===== src/rtl/univ_shiftreg.sv =====
// univ_shiftreg
//   Parametrised universal shift register used as the common serialiser /
//   deserialiser primitive. Supports parallel load, four shift modes, serial
//   taps at both ends and a shift counter with a one-cycle done pulse after
//   every WIDTH shifts.
//
// Parameters
//   WIDTH   register width in bits (>= 2)
//   CW      shift-counter width, derived from WIDTH
//
// Ports
//   clk      in   rising-edge clock
//   clr      in   asynchronous active-high clear
//   load     in   parallel load strobe (wins over ena)
//   data     in   parallel load value
//   ena      in   shift enable
//   mode     in   00 shift up, 01 shift down, 10 rotate up, 11 arith shift down
//   sin_lo   in   serial input into bit 0 (mode 00)
//   sin_hi   in   serial input into bit WIDTH-1 (mode 01)
//   q        out  register contents
//   sout_hi  out  q[WIDTH-1]
//   sout_lo  out  q[0]
//   cnt      out  shifts since last load, clear or wrap
//   done     out  one-cycle pulse when q holds the result of the WIDTH-th shift
module univ_shiftreg #(
  parameter int WIDTH = 4,
  parameter int CW    = $clog2(WIDTH)
) (
  input  logic             clk,
  input  logic             clr,
  input  logic             load,
  input  logic [WIDTH-1:0] data,
  input  logic             ena,
  input  logic [1:0]       mode,
  input  logic             sin_lo,
  input  logic             sin_hi,
  output logic [WIDTH-1:0] q,
  output logic             sout_hi,
  output logic             sout_lo,
  output logic [CW-1:0]    cnt,
  output logic             done
);

  typedef enum logic [1:0] {
    MODE_SHL = 2'b00,
    MODE_SHR = 2'b01,
    MODE_ROL = 2'b10,
    MODE_ASR = 2'b11
  } mode_t;

  // Wrap point is WIDTH-1, not 2**CW-1, so non-power-of-two widths work.
  localparam logic [CW-1:0] LAST = CW'(WIDTH - 1);

  logic [WIDTH-1:0] q_shift;

  always_comb begin
    q_shift = q;
    unique case (mode_t'(mode))
      MODE_SHL: q_shift = {q[WIDTH-2:0], sin_lo};
      MODE_SHR: q_shift = {sin_hi, q[WIDTH-1:1]};
      MODE_ROL: q_shift = {q[WIDTH-2:0], q[WIDTH-1]};
      MODE_ASR: q_shift = {q[WIDTH-1], q[WIDTH-1:1]};
      default:  q_shift = q;
    endcase
  end

  always_ff @(posedge clk or posedge clr) begin
    if (clr) begin
      q    <= '0;
      cnt  <= '0;
      done <= 1'b0;
    end else if (load) begin
      q    <= data;
      cnt  <= '0;
      done <= 1'b0;
    end else if (ena) begin
      q <= q_shift;
      if (cnt == LAST) begin
        cnt  <= '0;
        done <= 1'b1;
      end else begin
        cnt  <= cnt + CW'(1);
        done <= 1'b0;
      end
    end else begin
      done <= 1'b0;
    end
  end

  assign sout_hi = q[WIDTH-1];
  assign sout_lo = q[0];

endmodule

===== config.mk =====
export PLATFORM = sky130hd
export DESIGN_NAME = univ_shiftreg
export DESIGN_NICKNAME = d
export VERILOG_FILES = /design/src/rtl/univ_shiftreg.sv
export SDC_FILE = /design/constraint.sdc
export NUM_CORES = 1
export LEC_CHECK = 0
export ABC_AREA = 1
export CAP_MARGIN = 20
export CORE_AREA = 2 2 39 41
export CTS_CLUSTER_DIAMETER = 150
export CTS_CLUSTER_SIZE = 25
export DETAILED_ROUTE_END_ITERATION = 12
export DIE_AREA = 0 0 41 43
export PLACE_DENSITY_LB_ADDON = 0.05
export SLEW_MARGIN = 5
export SYNTH_ARGS = -nofsm -noshare
export SYNTH_HDL_FRONTEND = slang
export SYNTH_SLANG_ARGS = --single-unit

===== constraint.sdc =====
create_clock -name clk -period 1.2 [get_ports clk]
set_input_delay 0.12 -clock clk [delete_from_list [all_inputs] [get_ports clk]]
set_output_delay 0.12 -clock clk [all_outputs]
set_load 0.1 [all_outputs]

==> results of run 1 <==
sequential cells by signal, indices dropped and copies added (netlist names):
signal,flops
q,4
cnt,2
done,1
worst min-delay path by stage:
| stage | startpoint | endpoint | slack, ps | cells after the start |
|---|---|---|---|---|
| after floorplan | clr | done | -80 | 1 |
| after global placement | clr | done | 380 | 2 |
| after detailed placement | clr | done | 370 | 2 |
| after CTS | clr | done | 110 | 2 |
| after global routing | clr | cnt[0] | 130 | 2 |
| final | clr | q[2] | 100 | 2 |
synthesized netlist by cell type (all sizes together):
library cell	count
nand3	3
dfrtp	7
clkbuf	1
ha	1
nand2	21
o21ai	4
clkinv	1
inv	11
a21oi	1
a21boi	2
nor2	11
buf	3
per-stage QoR:
step                      std cells  power [mW]  hold slack [ps]  setup slack [ps]
after floorplan                  66       0.570            -77.0             -2.59
after global placement           99       0.749              377             -5.23
after detailed placement         99       0.748              371              11.0
after CTS                       103       0.966              111               182
after global routing            103       0.991              134               177
final                           103       0.954              104               192
power by group:
part	switching [mW]	internal (mW)	leakage (nW)
Clock	0.0861	0.127	0.0150
Sequential	0.0376	0.261	0.0810
Combinational	0.275	0.167	0.285
Total	0.399	0.555	0.381
cell type report:
| type | instances | area [um2] | area share |
|---|---|---|---|
| Sequential cell | 7 | 183 | 0.239 |
| Inverter | 12 | 46.3 | 0.0605 |
| Clock buffer | 4 | 26.3 | 0.0343 |
| Multi-Input combinational cell | 43 | 193 | 0.252 |
| Tap cell | 16 | 20.0 | 0.0261 |
| Timing Repair Buffer | 21 | 298 | 0.389 |
layout by cell type, fill, tap and decap left out, drive strengths merged:
| master | n |
|---|---|
| ha | 1 |
| inv | 11 |
| dfrtp | 7 |
| clkinv | 1 |
| clkbuf | 4 |
| clkdlybuf4s50 | 11 |
| nand2 | 21 |
| a21boi | 2 |
| nor2 | 11 |
| nand3 | 3 |
| a21oi | 1 |
| buf | 10 |
| o21ai | 4 |
per-layer routing:
metal	vias up	GRT usage	wire length, um
met2	12	0.163	436
met5	-	0	0
met4	0	0.100	15
met1	188	0.182	462
met3	2	0.0157	36
li1	236	-	-
kinds of logic (layout without fill, tap and decap cells):
group | Yosys count | after routing | share of synthesized area
AO/OA/AOI/OAI | 7 | 7 | 0.0899
adder cells (fa/ha/maj) | 1 | 1 | 0.0281
buffers and inverters | 16 | 37 | 0.174
flip-flops | 7 | 7 | 0.393
AND/OR/NAND/NOR | 35 | 35 | 0.315
==> metrics.txt, run 1 <==
final-stage net count=101; CP Launch Point=q[0]; CP Buf/Inv Count=1; hold crit path type=in2async; Critical Path End Type=output port; Hold Vio Cnt, Final=0; Num Clock Sinks=7; share of post-route cells with drive strength above 1=0.264; post-synth cell types=17; Max Freq=992 MHz; Worst R2R Start=cnt[0]; placed cell area=739 um2; post-synth top area cell=dfrtp_1; total setup buffers inserted after CTS=0; Worst-path clk slew=50 ps; Cell Pwr Density=1250 nW/um2; vias in the first global route=383; synthesized netlist net count=79; Vias=438; worst reg2reg endpoint=cnt[1]; Filler cells=131; CP Class=reg2out; GR Overflow Total=0; Core Box Area=1380 um2; hold buffers post-CTS=0; Finished Core Util=0.553; Final HPWL DP=779 um; initial antenna violation count=0; mapped cell area=445 um2; Synth Instances=66; Worst path slowest cell=dfrtp_2; overall global routing resource usage=0.127; worst-skew pair later-pin latency=250 ps; CTS tree=yes; final period utilization=0.840; Vert. Die Dim=43 um; Clock Tree Root=clkbuf_4; die area=1760 um2; Max Cap Viol=0; Area Overhead vs Synth=71.9%; H-tree levels=1; num rows=14; Mapped Avg Cell Area=6.75 um2; register area share after synthesis=0.393; PortBufs=20; ANT cells=0; first-pass GRT wire length=1520 um; IO Count=21; Post-CTS Resized=0; RD Place Congestion=0.811; status=complete, no violations; DR WL/cell=9.23 um; CTS buffer count=3; leakage=0.381 nW; R2R depth=3; instance count on the critical path=1; setup_tns=0 ps; post-route cell area=766 um2; critical path required time=1080 ps; Synth area leaders=dfrtp_1, nand2_1, inv_1; share of the synthesized area in the top cell type=0.393; Bufs on Longest Clock Path=2; Setup violations, final=0; RSZ-0062 raised after global routing=false; DR pass1 iterations=4; drt total wl=951 um; flop2flop setup slack=270 ps; worst rel slew slack=0.822; CP startpoint kind=register; largest fanout on the critical path=4; DR iter-0 viols=10; max incr delay on CP=450 ps; post-route ant nets=0; Worst IR Drop VDD=0.566 mV; worst slew pin tran=266 ps; Horiz. Die Dim=41 um; #FFs+latches synth=7; largest net degree at the start of global routing=10; initial core utilization=0.322; Min Clock Period, post-route=1010 ps; Vias per Instance=4.25; CP top delay family=flip-flops; drt drc=0; Setup Skew=0.763 ps; Critical Path, Cell by Cell=buf_12; WP data arrival=890 ps; synth warn=0; worst setup path endpoint=q[0]; Slew Limit Fails=0
Note: power is estimated with default switching activity, not from simulation.
==> inputs of run 2 (changes only) <==
Settings changed: CORE_AREA 2 2 39 41 to not set, CORE_UTILIZATION set to 34, DIE_AREA 0 0 41 43 to not set.
Clock period 1.2 ns to 0.9 ns, I/O delays scaled along.
==> run 2 against run 1 <==
  * Via count rose by 15%
  * Power grew 47%
  * Cell area rose by 18%
  * Critical path depth grew 1
  * The run now ends with setup timing left
  * Hold slack lost 28 ps
  * Flip-flop and latch count unchanged
  * Clock power rose by 38%
  * Setup slack lost 400 ps
  * Highest routed layer unchanged
  * Non-clock buffer count is 8 higher
  * Critical endpoint is now cnt[1]
  * Sequential share of layout area decreased by 1.9 points
==> metrics.txt, run 2 (same netlist as run 1, synthesis figures left out) <==
Largest Register=q (unchanged); Worst-path clk slew=50 ps (about the same); vias in the first global route=441 (was 383); commonest non-fill, non-tap cell in the layout=nand2_1 (unchanged); worst slew pin tran=379 ps (was 266 ps); Max Freq=901 MHz; final-stage net count=109 (was 101); status=complete, but fails checks (was complete, no violations); initial antenna violation count=0 (unchanged); Critical Path End Type=output port (unchanged); initial core utilization=0.385 (was 0.322); Vert. Die Dim=38.2 um (was 43 um); CP startpoint kind=register (unchanged); Slew Limit Fails=0 (unchanged); dpl ws=-375 ps (was 11.0 ps); Bufs on Longest Clock Path=2 (unchanged); Vias=504 (was 438); DR iter-0 viols=17 (was 10); H-tree levels=1 (unchanged); drt total wl=1110 um (was 951 um); Max Cap Viol=0 (unchanged); critical path required time=810 ps (was 1080 ps); Num Clock Sinks=7 (unchanged); DR WL/cell=10.2 um (was 9.23 um); most frequent cells in the layout=nand2_1, buf_12, nor2_1, clkdlybuf4s50_1, buf_6 (was nand2_1, clkdlybuf4s50_1, inv_1, nor2_1, buf_12); final period utilization=1.23; worst-skew pair later-pin latency=260 ps (was 250 ps); Hold Vio Cnt, Final=0 (unchanged); num rows=12 (was 14); largest net degree at the start of global routing=10 (unchanged); largest fanout on the critical path=2 (was 4); IO Count=21 (unchanged); RD Place Congestion=0.799 (was 0.811); Post-Place Cells=100 (was 99); hold crit path type=in2async (unchanged); Finished Layout Cells=109 (was 103); largest registers=q (4), cnt (2), done (1) (unchanged); Horiz. Die Dim=38.2 um (was 41 um); Setup violations, final=16 (was 0); Vias per Instance=4.62 (was 4.25); Area Overhead vs Synth=103% (was 71.9%); die area=1460 um2 (was 1760 um2); worst setup margin=-210 ps (was 192 ps); Cell Pwr Density=1550 nW/um2 (was 1250 nW/um2); placed cell area=788 um2 (was 739 um2); Largest register FFs=4 (unchanged); PortBufs=20 (unchanged); WP data arrival=1020 ps (was 890 ps); Clock Tree Root=clkbuf_4 (unchanged); ANT cells=0 (unchanged); post-route cell area=906 um2 (was 766 um2); CTS tree=yes (unchanged); post-route ant nets=0 (unchanged); Final HPWL DP=839 um (was 779 um); leakage=0.451 nW (was 0.381 nW); DR pass1 iterations=4 (unchanged); Setup Skew=2.39 ps (was 0.763 ps); CTS buffer count=3 (unchanged); Min Clock Period, post-route=1110 ps; overall global routing resource usage=0.191 (was 0.127); drt drc=0 (unchanged); Core Box Area=1160 um2 (was 1380 um2); GR Overflow Total=0 (unchanged); first-pass GRT wire length=1850 um (was 1520 um); Worst IR Drop VDD=0.967 mV (was 0.566 mV); share of post-route cells with drive strength above 1=0.432 (was 0.264); CP Class=reg2out (unchanged); RSZ-0062 raised after global routing=true (was false); worst rel slew slack=0.748 (was 0.822); failing checks=setup timing
## run 2: area by class of cell
cell class	instances	area, um2
Multi-Input combinational cell	43	223
Sequential cell	7	199
Timing Repair Buffer	29	392
Tap cell	14	17.5
Clock buffer	4	26.3
Fill cell	74	250
Inverter	12	48.8
## run 2: metal layers
layer | up-vias | global-route usage | routed length [um]
li1 | 252 | - | -
met1 | 234 | 0.234 | 487
met2 | 16 | 0.301 | 556
met3 | 2 | 0.0523 | 52
met4 | 0 | 0.0982 | 11
met5 | - | 0 | 0
## run 2: critical path: stages, from the launching register on
cell and delay, ps:
dfrtp_4 480, buf_6 130, buf_12 150
## run 2: metrics by stage
stage,setup TNS (ps),util,hold slack [ps],power [mW]
floorplan,-909,-,-107,0.815
global placement,-1900,0.682,344,1.04
detailed placement,-2150,0.682,359,1.04
CTS,-2020,0.771,96.4,1.40
global route,-2630,0.784,116,1.47
finish,-2050,0.784,76.0,1.40
## run 2: path summary, 6_finish.rpt
| kind | end | slack [ps] | startpoint | depth (start not counted) |
|---|---|---|---|---|
| setup / recovery | cnt[1] | -210 | cnt[1] | 2 |
| hold / removal | q[2] | 80 | clr | 2 |
| setup reg to reg | q[3] | -160 | q[3] | 5 |
| hold reg to reg | q[1] | 640 | q[1] | 2 |
| max in group asynchronous | q[3] | 590 | clr | 2 |
| min in group clk | done | 250 | ena | 3 |
## run 2: timing repair
| action | CTS | global route |
|---|---|---|
| setup endpoints to repair | 16 | 16 |
| resized for setup | 14 | 5 |
| setup buffers | 5 | 0 |
| hold buffers | 0 | 0 |
| pin swaps | 2 | 4 |
## run 2: report_power, final
part	internal, mW	switching, mW
Combinational	0.296	0.412
Clock	0.170	0.125
Sequential	0.360	0.0394
Total	0.826	0.576
